$ cat src/rtl/ultrasonic_pkg.sv
// Shared types and 50 MHz timing defaults for the ultrasonic ranging blocks.
package ultrasonic_pkg;

  typedef enum logic [2:0] {
    IDLE,
    TRIG,
    WAIT_ECHO,
    ECHO_HI,
    HOLDOFF
  } state_t;

  localparam int TRIG_CYCLES_DEF    = 500;
  localparam int ECHO_TIMEOUT_DEF   = 1_500_000;
  localparam int HOLDOFF_CYCLES_DEF = 3_000_000;
  localparam int CNT_W_DEF          = 21;

  function automatic int bits_for(input int v);
    return (v <= 1) ? 1 : $clog2(v + 1);
  endfunction

  // The shared counter also holds the hold-off load, which can exceed CNT_W.
  function automatic int cnt_width(input int w, input int a, input int b, input int c);
    int r;
    r = w;
    if (bits_for(a) > r) r = bits_for(a);
    if (bits_for(b) > r) r = bits_for(b);
    if (bits_for(c) > r) r = bits_for(c);
    return r;
  endfunction

endpackage

$ cat src/rtl/ultrasonic_trigger_ctrl_if.sv
// Sensor-side and result signals of the ultrasonic trigger controller.
interface ultrasonic_trigger_ctrl_if
  import ultrasonic_pkg::*;
#(
  parameter int CNT_W = CNT_W_DEF
) ();

  logic             start;
  logic             echo;
  logic             trig;
  logic             busy;
  logic             done;
  logic             timeout;
  logic [CNT_W-1:0] echo_width;

  modport master (
    output start, echo,
    input  trig, busy, done, timeout, echo_width
  );

  modport slave (
    input  start, echo,
    output trig, busy, done, timeout, echo_width
  );

endinterface

$ cat src/rtl/echo_sync.sv
// Two-flop synchroniser for the echo pin with rise/fall pulses; both edges see the same delay.
module echo_sync (
  input  logic clk,
  input  logic rst,
  input  logic din,
  output logic rise,
  output logic fall
);

  logic s1, s2, s3;

  always_ff @(posedge clk or posedge rst) begin
    if (rst) begin
      s1 <= 1'b0;
      s2 <= 1'b0;
      s3 <= 1'b0;
    end else begin
      s1 <= din;
      s2 <= s1;
      s3 <= s2;
    end
  end

  assign rise = s2 & ~s3;
  assign fall = ~s2 & s3;

endmodule

$ cat src/rtl/ultrasonic_trigger_ctrl.sv
// HC-SR04 initiator: trigger pulse, echo width measurement, timeout and hold-off.
// Define ULTRA_AUTO_TRIG_EN for free-running measurements (start is then ignored).
//
// state     | meaning
// IDLE      | waiting for start (or auto re-trigger)
// TRIG      | trig pin high, counting TRIG_CYCLES down
// WAIT_ECHO | waiting for a fresh echo rising edge, counting timeout down
// ECHO_HI   | echo high, counting width up (saturating)
// HOLDOFF   | quiet time before the next trigger, echo ignored
module ultrasonic_trigger_ctrl
  import ultrasonic_pkg::*;
#(
  parameter int TRIG_CYCLES    = TRIG_CYCLES_DEF,
  parameter int ECHO_TIMEOUT   = ECHO_TIMEOUT_DEF,
  parameter int HOLDOFF_CYCLES = HOLDOFF_CYCLES_DEF,
  parameter int CNT_W          = CNT_W_DEF
) (
  input  logic                      clk,
  input  logic                      rst,
  ultrasonic_trigger_ctrl_if.slave  bus
);

  localparam int CI_W = cnt_width(CNT_W, TRIG_CYCLES, ECHO_TIMEOUT, HOLDOFF_CYCLES);

  localparam logic [CI_W-1:0] TRIG_LD  = CI_W'(TRIG_CYCLES - 1);
  localparam logic [CI_W-1:0] WAIT_LD  = CI_W'(ECHO_TIMEOUT - 1);
  localparam logic [CI_W-1:0] HOLD_LD  = CI_W'(HOLDOFF_CYCLES - 1);
  localparam logic [CI_W-1:0] ECHO_MAX = CI_W'(ECHO_TIMEOUT);

  state_t          state;
  logic [CI_W-1:0] cnt;
  logic            echo_rise;
  logic            echo_fall;
  logic            go;

  echo_sync u_echo_sync (
    .clk  (clk),
    .rst  (rst),
    .din  (bus.echo),
    .rise (echo_rise),
    .fall (echo_fall)
  );

`ifdef ULTRA_AUTO_TRIG_EN
  assign go = 1'b1;
`else
  assign go = bus.start;
`endif

  always_ff @(posedge clk or posedge rst) begin
    if (rst) begin
      state          <= IDLE;
      cnt            <= '0;
      bus.trig       <= 1'b0;
      bus.busy       <= 1'b0;
      bus.done       <= 1'b0;
      bus.timeout    <= 1'b0;
      bus.echo_width <= '0;
    end else begin
      bus.done <= 1'b0;
      case (state)
        IDLE: begin
          if (go) begin
            state    <= TRIG;
            cnt      <= TRIG_LD;
            bus.trig <= 1'b1;
            bus.busy <= 1'b1;
          end
        end
        TRIG: begin
          if (cnt == '0) begin
            state    <= WAIT_ECHO;
            cnt      <= WAIT_LD;
            bus.trig <= 1'b0;
          end else begin
            cnt <= cnt - 1'b1;
          end
        end
        WAIT_ECHO: begin
          // A rise seen on the last allowed cycle still counts as an echo.
          if (echo_rise) begin
            state <= ECHO_HI;
            cnt   <= CI_W'(1);
          end else if (cnt == '0) begin
            state       <= HOLDOFF;
            cnt         <= HOLD_LD;
            bus.timeout <= 1'b1;
            bus.done    <= 1'b1;
          end else begin
            cnt <= cnt - 1'b1;
          end
        end
        ECHO_HI: begin
          if (echo_fall) begin
            state          <= HOLDOFF;
            cnt            <= HOLD_LD;
            bus.echo_width <= cnt[CNT_W-1:0];
            bus.timeout    <= 1'b0;
            bus.done       <= 1'b1;
          end else if (cnt >= ECHO_MAX) begin
            state       <= HOLDOFF;
            cnt         <= HOLD_LD;
            bus.timeout <= 1'b1;
            bus.done    <= 1'b1;
          end else begin
            cnt <= cnt + 1'b1;
          end
        end
        HOLDOFF: begin
          if (cnt == '0) begin
            state    <= IDLE;
            bus.busy <= 1'b0;
          end else begin
            cnt <= cnt - 1'b1;
          end
        end
        default: begin
          state    <= IDLE;
          cnt      <= '0;
          bus.trig <= 1'b0;
          bus.busy <= 1'b0;
        end
      endcase
    end
  end

endmodule

$ cat src/flat_wrapper.sv
// flat-port wrapper written by rule: the top's interface ports become plain ports
module ultrasonic_trigger_ctrl_flat import ultrasonic_pkg::*;
#(
  parameter int TRIG_CYCLES    = TRIG_CYCLES_DEF,
  parameter int ECHO_TIMEOUT   = ECHO_TIMEOUT_DEF,
  parameter int HOLDOFF_CYCLES = HOLDOFF_CYCLES_DEF,
  parameter int CNT_W          = CNT_W_DEF
)
  (clk, rst, bus_start, bus_echo, bus_trig, bus_busy, bus_done, bus_timeout, bus_echo_width);
  ultrasonic_trigger_ctrl_if #(.CNT_W(CNT_W)) bus_i ();
  input  logic clk;
  input  logic rst;
  input wire logic [$bits(bus_i.start)-1:0] bus_start;
  input wire logic [$bits(bus_i.echo)-1:0] bus_echo;
  output wire logic [$bits(bus_i.trig)-1:0] bus_trig;
  output wire logic [$bits(bus_i.busy)-1:0] bus_busy;
  output wire logic [$bits(bus_i.done)-1:0] bus_done;
  output wire logic [$bits(bus_i.timeout)-1:0] bus_timeout;
  output wire logic [$bits(bus_i.echo_width)-1:0] bus_echo_width;
  assign bus_i.start = bus_start;
  assign bus_i.echo = bus_echo;
  assign bus_trig = bus_i.trig;
  assign bus_busy = bus_i.busy;
  assign bus_done = bus_i.done;
  assign bus_timeout = bus_i.timeout;
  assign bus_echo_width = bus_i.echo_width;
  ultrasonic_trigger_ctrl #(.TRIG_CYCLES(TRIG_CYCLES), .ECHO_TIMEOUT(ECHO_TIMEOUT), .HOLDOFF_CYCLES(HOLDOFF_CYCLES), .CNT_W(CNT_W)) u_core (.clk(clk), .rst(rst), .bus(bus_i));
endmodule
$ cat config.mk
export PLATFORM = sky130hd
export DESIGN_NAME = ultrasonic_trigger_ctrl_flat
export DESIGN_NICKNAME = d
export VERILOG_FILES = /design/src/rtl/ultrasonic_pkg.sv /design/src/rtl/ultrasonic_trigger_ctrl_if.sv /design/src/rtl/echo_sync.sv /design/src/rtl/ultrasonic_trigger_ctrl.sv /design/src/flat_wrapper.sv
export SDC_FILE = /design/constraint.sdc
export NUM_CORES = 1
export LEC_CHECK = 0
export CAP_MARGIN = 20
export CORE_AREA = 2 2 80 82
export DETAILED_ROUTE_END_ITERATION = 16
export DIE_AREA = 0 0 82 84
export PLACE_DENSITY_LB_ADDON = 0.12
export SLEW_MARGIN = 25
export SYNTH_ARGS = -nofsm -noshare
export SYNTH_HDL_FRONTEND = slang
export SYNTH_HIERARCHICAL = 1
export SYNTH_SLANG_ARGS = --single-unit
$ cat constraint.sdc
create_clock -name clk -period 4.57 [get_ports clk]
set_input_delay 0.914 -clock clk [delete_from_list [all_inputs] [get_ports clk]]
set_output_delay 0.914 -clock clk [all_outputs]
set_load 0.1 [all_outputs]
* Word-level counts from Yosys, hierarchy flattened
Index checks and enable logic that the tools add are counted.
** Cells by class
- $add $sub $neg :: 2
- Order comparisons :: 1
- Equality and inequality tests :: 12
- Muxes and demuxes :: 30
- Bitwise operators :: 6
- Reductions and logical operators :: 11
** Operators by type and width (count)
- $mux 22 :: 7
- $pmux 22 s5 :: 1
- $add 22x1->22 const B :: 1
- $ge 22x21->1 const B :: 1
- $logic_not 22->1 :: 1
- $sub 22x1->22 const B :: 1
- $mux 3 :: 7
- $pmux 3 s5 :: 1
- $mux 1 :: 10
- $eq 3x2->1 const B :: 2
- $ne 2x1->1 const B :: 3
- $ne 2x2->1 const B :: 3
- $ne 3x1->1 const B :: 2
- $pmux 1 s3 :: 2
- $reduce_and 3->1 :: 2
- $reduce_or 3->1 :: 2
- $reduce_and 5->1 :: 1
- $not 1->1 :: 4
- $pmux 1 s2 :: 2
- $reduce_and 2->1 :: 2
- $reduce_and 4->1 :: 1
- $eq 3x1->1 const B :: 1
- $eq 3x3->1 const B :: 1
- $logic_not 3->1 :: 1
- other kinds (2) :: 3
** Word-level totals
- Register bits after elaboration :: 53
- Output and inout bits :: 25

* Longest topological paths before layout
- Word-level depth :: 4
- Gate-level depth with buffers :: 10

* By module
The synthesis kept the hierarchy.
** Modules (own cells, without submodules)
- ultrasonic_trigger_ctrl :: instances 1, cells an instance 423, area each 3564.7 um^2
- echo_sync :: instances 1, cells an instance 6, area each 93.8 um^2

* Least setup slack after synthesis
Ideal clock, no wire load.
- Path type :: register to register
- Start :: register u_core.cnt[1]
- End :: register u_core.state[1]
- Data arrival time :: 2.181 ns
- Required time :: 4.444 ns
- Setup slack :: 2.263 ns
- Stages on the path, launching flop included :: 11
- Clock period less this slack :: 2.307 ns
- Cells stage by stage :: dfrtp_1 > inv_1 > ha_1 > or3b_1 > nor4_2 > and2_1 > buf_6 > buf_6 > o211ai_2 > o22ai_1 > o21ai_1
** Between the ends
- Longest elaborated chain between the ends :: 3
** Ends and longest elaborated chain
- start: declaration :: RTL line ultrasonic_trigger_ctrl.sv:31 : logic [CI_W-1:0] cnt;
- start signal: assignment :: RTL line ultrasonic_trigger_ctrl.sv:76 : cnt <= cnt - 1'b1;
- start signal: assignment :: RTL line ultrasonic_trigger_ctrl.sv:90 : cnt <= cnt - 1'b1;
- start signal: assignment :: RTL line ultrasonic_trigger_ctrl.sv:106 : cnt <= cnt + 1'b1;
- $ge 22x21->1 or $logic_not 22->1 (tied branches)
- $ne 3x1->1 (no source line) or $ne 2x1->1 (tied branches)
- $reduce_and 5->1 (no source line) (*)
- end signal: assignment :: RTL line ultrasonic_trigger_ctrl.sv:95 : state <= HOLDOFF;
- end signal: assignment :: RTL line ultrasonic_trigger_ctrl.sv:101 : state <= HOLDOFF;
- end signal: assignment :: RTL line ultrasonic_trigger_ctrl.sv:111 : state <= IDLE;
- end: declaration :: RTL line ultrasonic_trigger_ctrl.sv:30 : state_t state;
Every way passes the cells marked *; elsewhere a longest branch is shown, timed or not.
A chain may end at the register's enable or synchronous reset.

* Worst setup path after layout
- Start :: register u_core.cnt[1]
- End :: register u_core.cnt[1]
** Between the ends
- Longest elaborated chain between the ends :: 4
** Ends and longest elaborated chain
- $add 22x1->22 (tied with other cells) :: RTL line ultrasonic_trigger_ctrl.sv:106
- $mux 22, on equally long branches :: RTL line ultrasonic_trigger_ctrl.sv:100, ultrasonic_trigger_ctrl.sv:84
- $mux 22, on equally long branches :: RTL line ultrasonic_trigger_ctrl.sv:94, ultrasonic_trigger_ctrl.sv:81
- $pmux 22 s5 :: RTL line ultrasonic_trigger_ctrl.sv:61 : case (state)
Several ways; a longest one is shown, not always the timed one. The select of a mux whose other input is x is not followed.

==> summary.md <==
| Metric | Value |
|---|---|
| Status | `finished, final reports clean` |
| All-Layer GR Usage | `31.0%` |
| Mapped Cells | `429` |
| Flops & latches, synth | `53` |
| Final Cycle Share | `71.1%` |
| HP Class | `register to register` |
| Buffer count from post-CTS setup fixing | `0` |
| CTS tree | `yes` |
| Syn Area/Cell | `8.53 um2` |
| LEAKAGE | `1.55 nW` |
| Register area share after synthesis | `36.3%` |
| Vias in the first global route | `3148` |
| P per Cell Area | `777 nW/um2` |
| Critical path class | `register to register` |
| Fraction of layout instances using a drive strength above 1 | `11.7%` |
| Dominant cell by count in the synthesized netlist | `dfrtp_1` |
| First DRT Iteration DRCs | `481` |
| Core Area | `6100 um2` |
| FF-to-FF path depth | `8` |
| Worst EP arrival | `3440 ps` |
| Max Root-Sink Buffers | `2` |
| Die span in y | `84 um` |
| Synth top area cells | `dfrtp_1 36%, o21ai_0 4.5%, mux2_2 4.3%` |
| Die Wd | `82 um` |
| Port buffer count | `28` |
| Final setup fails | `0` |
| Row cnt | `29` |
| First-pass GRT wire length | `16500 um` |
| Slew Limit Fails | `0` |
| Crit-path max FO | `15` |
| DRT Pass-1 Iters | `5` |
| RSZ-0062 raised after global routing | `no` |
| Worst R2R Start | `u_core/cnt[1]$_DFFE_PP0P_` |
| Crit. End Element | `register` |
| Peak supply drop | `0.000575 V` |
| Grt total ovfl | `0` |
| Area delta synth->final | `8.38%` |
| Post-synth EDFFs | `0` |
| Post-DP HPWL | `6820 um` |
| Initial antenna violation count | `0` |
| WHS Path Cells | `0` |
| Via count | `3519` |
| Net Count, Synth | `435` |
| Setup_tns | `0 ps` |
| Final ANT Viol Nets | `0` |
| Full die area | `6890 um2` |
| Worst setup path startpoint | `u_core/cnt[1]$_DFFE_PP0P_` |
| PnR Total Power | `3.08 mW` |
| MaxCap Viol Count | `0` |
| Synth warnings | `6` |
| Final min period | `3250 ps` |
| Synthesized area | `3660 um2` |
| Largest net degree at the start of global routing | `51` |
| Final hold viol count | `0` |
| Multi-input gate area | `2100 um2` |
| CTS clk-pin slew, worst paths | `90 ps` |
| I/O pin count | `29` |
| Vias/cell | `6.98` |
| Post-CTS Resized | `0` |
| Cts-stage hold buffer count | `0` |
| DR WL/cell | `20.0 um` |
| FMAX | `0.308 GHz` |
| CTS Buf Count | `5` |
| Initial Util | `60.0%` |
| Min-delay src | `u_core/u_echo_sync/s1$_DFF_PP0_` |
| Fill cell count | `527` |
| Root buffer cell | `clkbuf_8` |
| Sink Count | `53` |
| R2R Path End | `u_core/cnt[1]$_DFFE_PP0P_` |
| Diode count | `0` |
| Max_slew headroom | `27.2%` |
| Synth area leader | `dfrtp_1` |
| Register area | `1330 um2` |
| Worst EP required | `4760 ps` |
| Endpoint, Worst Hold | `u_core/u_echo_sync/s2$_DFF_PP0_` |
| Nets | `432` |
| Commonest cells post-synth | `53 x dfrtp_1, 37 x nor2_1, 33 x o21ai_0` |
| Post-Route WL | `10100 um` |
| Startpoint types | `register` |
| Async SR Flop Fraction | `100%` |
| Primary FF master, synth | `dfrtp_1` |
| Synth unique cells | `72` |
| H-tree Lvls | `2` |
| Worst Tran Pin Value | `1090 ps` |
| GPL Wtd Cong | `0.969` |
| R2R Setup Slk | `1320 ps` |
| Max Clock Skew | `11.1 ps` |
| Yosys top cell area share | `36.3%` |
| Clock Latency Late Sink | `310 ps` |
| Fin Hold WS | `365 ps` |
| Final routed DRC violation total | `0` |
area by class of cell:
cell class              instances  area share, %
well taps                      77           2.43
clock buffers                   7           2.43
inverters                      14           1.39
flip-flops and latches         53           33.4
clock inverters                 1          0.126
multi-input cells             323           52.9
repair buffers                 29           7.26
layer usage:
| layer | up-vias | track usage, % | share of wire [%] |
|---|---|---|---|
| met5 | - | 0 | 0 |
| met4 | 0 | 11.2 | 3.0 |
| met3 | 32 | 6.06 | 11 |
| met2 | 233 | 43.3 | 44 |
| met1 | 1661 | 47.3 | 42 |
| li1 | 1593 | - | - |
worst max-delay path: stages (launching register included):
cell,delay [ps]
dfrtp_1,460
inv_1,170
ha_1,230
or3b_1,470
nor4_2,310
nand2_2,290
a21oi_1,830
nor3_1,80
a211o_1,290
placed cells by master, fill, tap and decap left out, types with 7 or more instances in the layout:
cell type	instances
o21ai_1	7
and3_1	7
a21oi_1	29
xnor2_1	8
clkbuf_8	7
nor2_1	37
o211ai_1	7
nand4_1	10
mux2_2	14
dfrtp_1	53
clkdlybuf4s50_1	28
nor4_1	8
nand3_1	11
a211oi_1	7
inv_1	13
nand2_1	30
nor3_1	18
o21ai_0	33
sequential cells by signal (all words and copies together) (netlist names):
register / count
u_core/u_echo_sync/s1: 1
u_core/bus.trig: 1
u_core/u_echo_sync/s2: 1
u_core/state: 3
u_core/cnt: 22
u_core/bus.busy: 1
u_core/u_echo_sync/s3: 1
u_core/bus.timeout: 1
u_core/bus.done: 1
u_core/bus.echo_width: 21
per-stage QoR:
stage          std cells  util (%)  instance area, um2  setup slack [ps]
6_report             504      65.0                3970              1320
4_1_cts              504      64.9                3960              1370
2_1_floorplan        429         -                3660              2260
3_5_place_dp         496      63.2                3850              1390
5_1_grt              504      65.0                3970              1140
3_3_place_gp         496      63.2                3850              1500
where the power goes:
group | switching [mW] | internal [mW] | total, mW
Clock | 0.151 | 0.137 | 0.288
Combinational | 1.29 | 0.567 | 1.86
Sequential | 0.307 | 0.630 | 0.937
Total | 1.75 | 1.33 | 3.08
worst max path at each step:
stage,to,slack (ps),depth (start not counted)
5_1_grt,u_core/cnt[1]$_DFFE_PP0P_,1140,8
6_report,u_core/cnt[1]$_DFFE_PP0P_,1320,8
4_1_cts,u_core/cnt[1]$_DFFE_PP0P_,1370,8
3_3_place_gp,u_core/cnt[1]$_DFFE_PP0P_,1500,8
2_1_floorplan,u_core/state[1]$_DFFE_PP0P_,2260,10
3_5_place_dp,u_core/cnt[1]$_DFFE_PP0P_,1390,8
kinds of logic after synthesis:
group                    count (synthesis)  synth area share, %
AO/OA/AOI/OAI                          140                 26.1
XOR/XNOR                                10                 2.39
adder cells (fa/ha/maj)                  2                0.684
buffers and inverters                   53                 6.63
flip-flops                              53                 36.3
multiplexers                            14                 4.31
AND/OR/NAND/NOR                        157                 23.6
No activity file was read; power rests on OpenSTA's default activity.
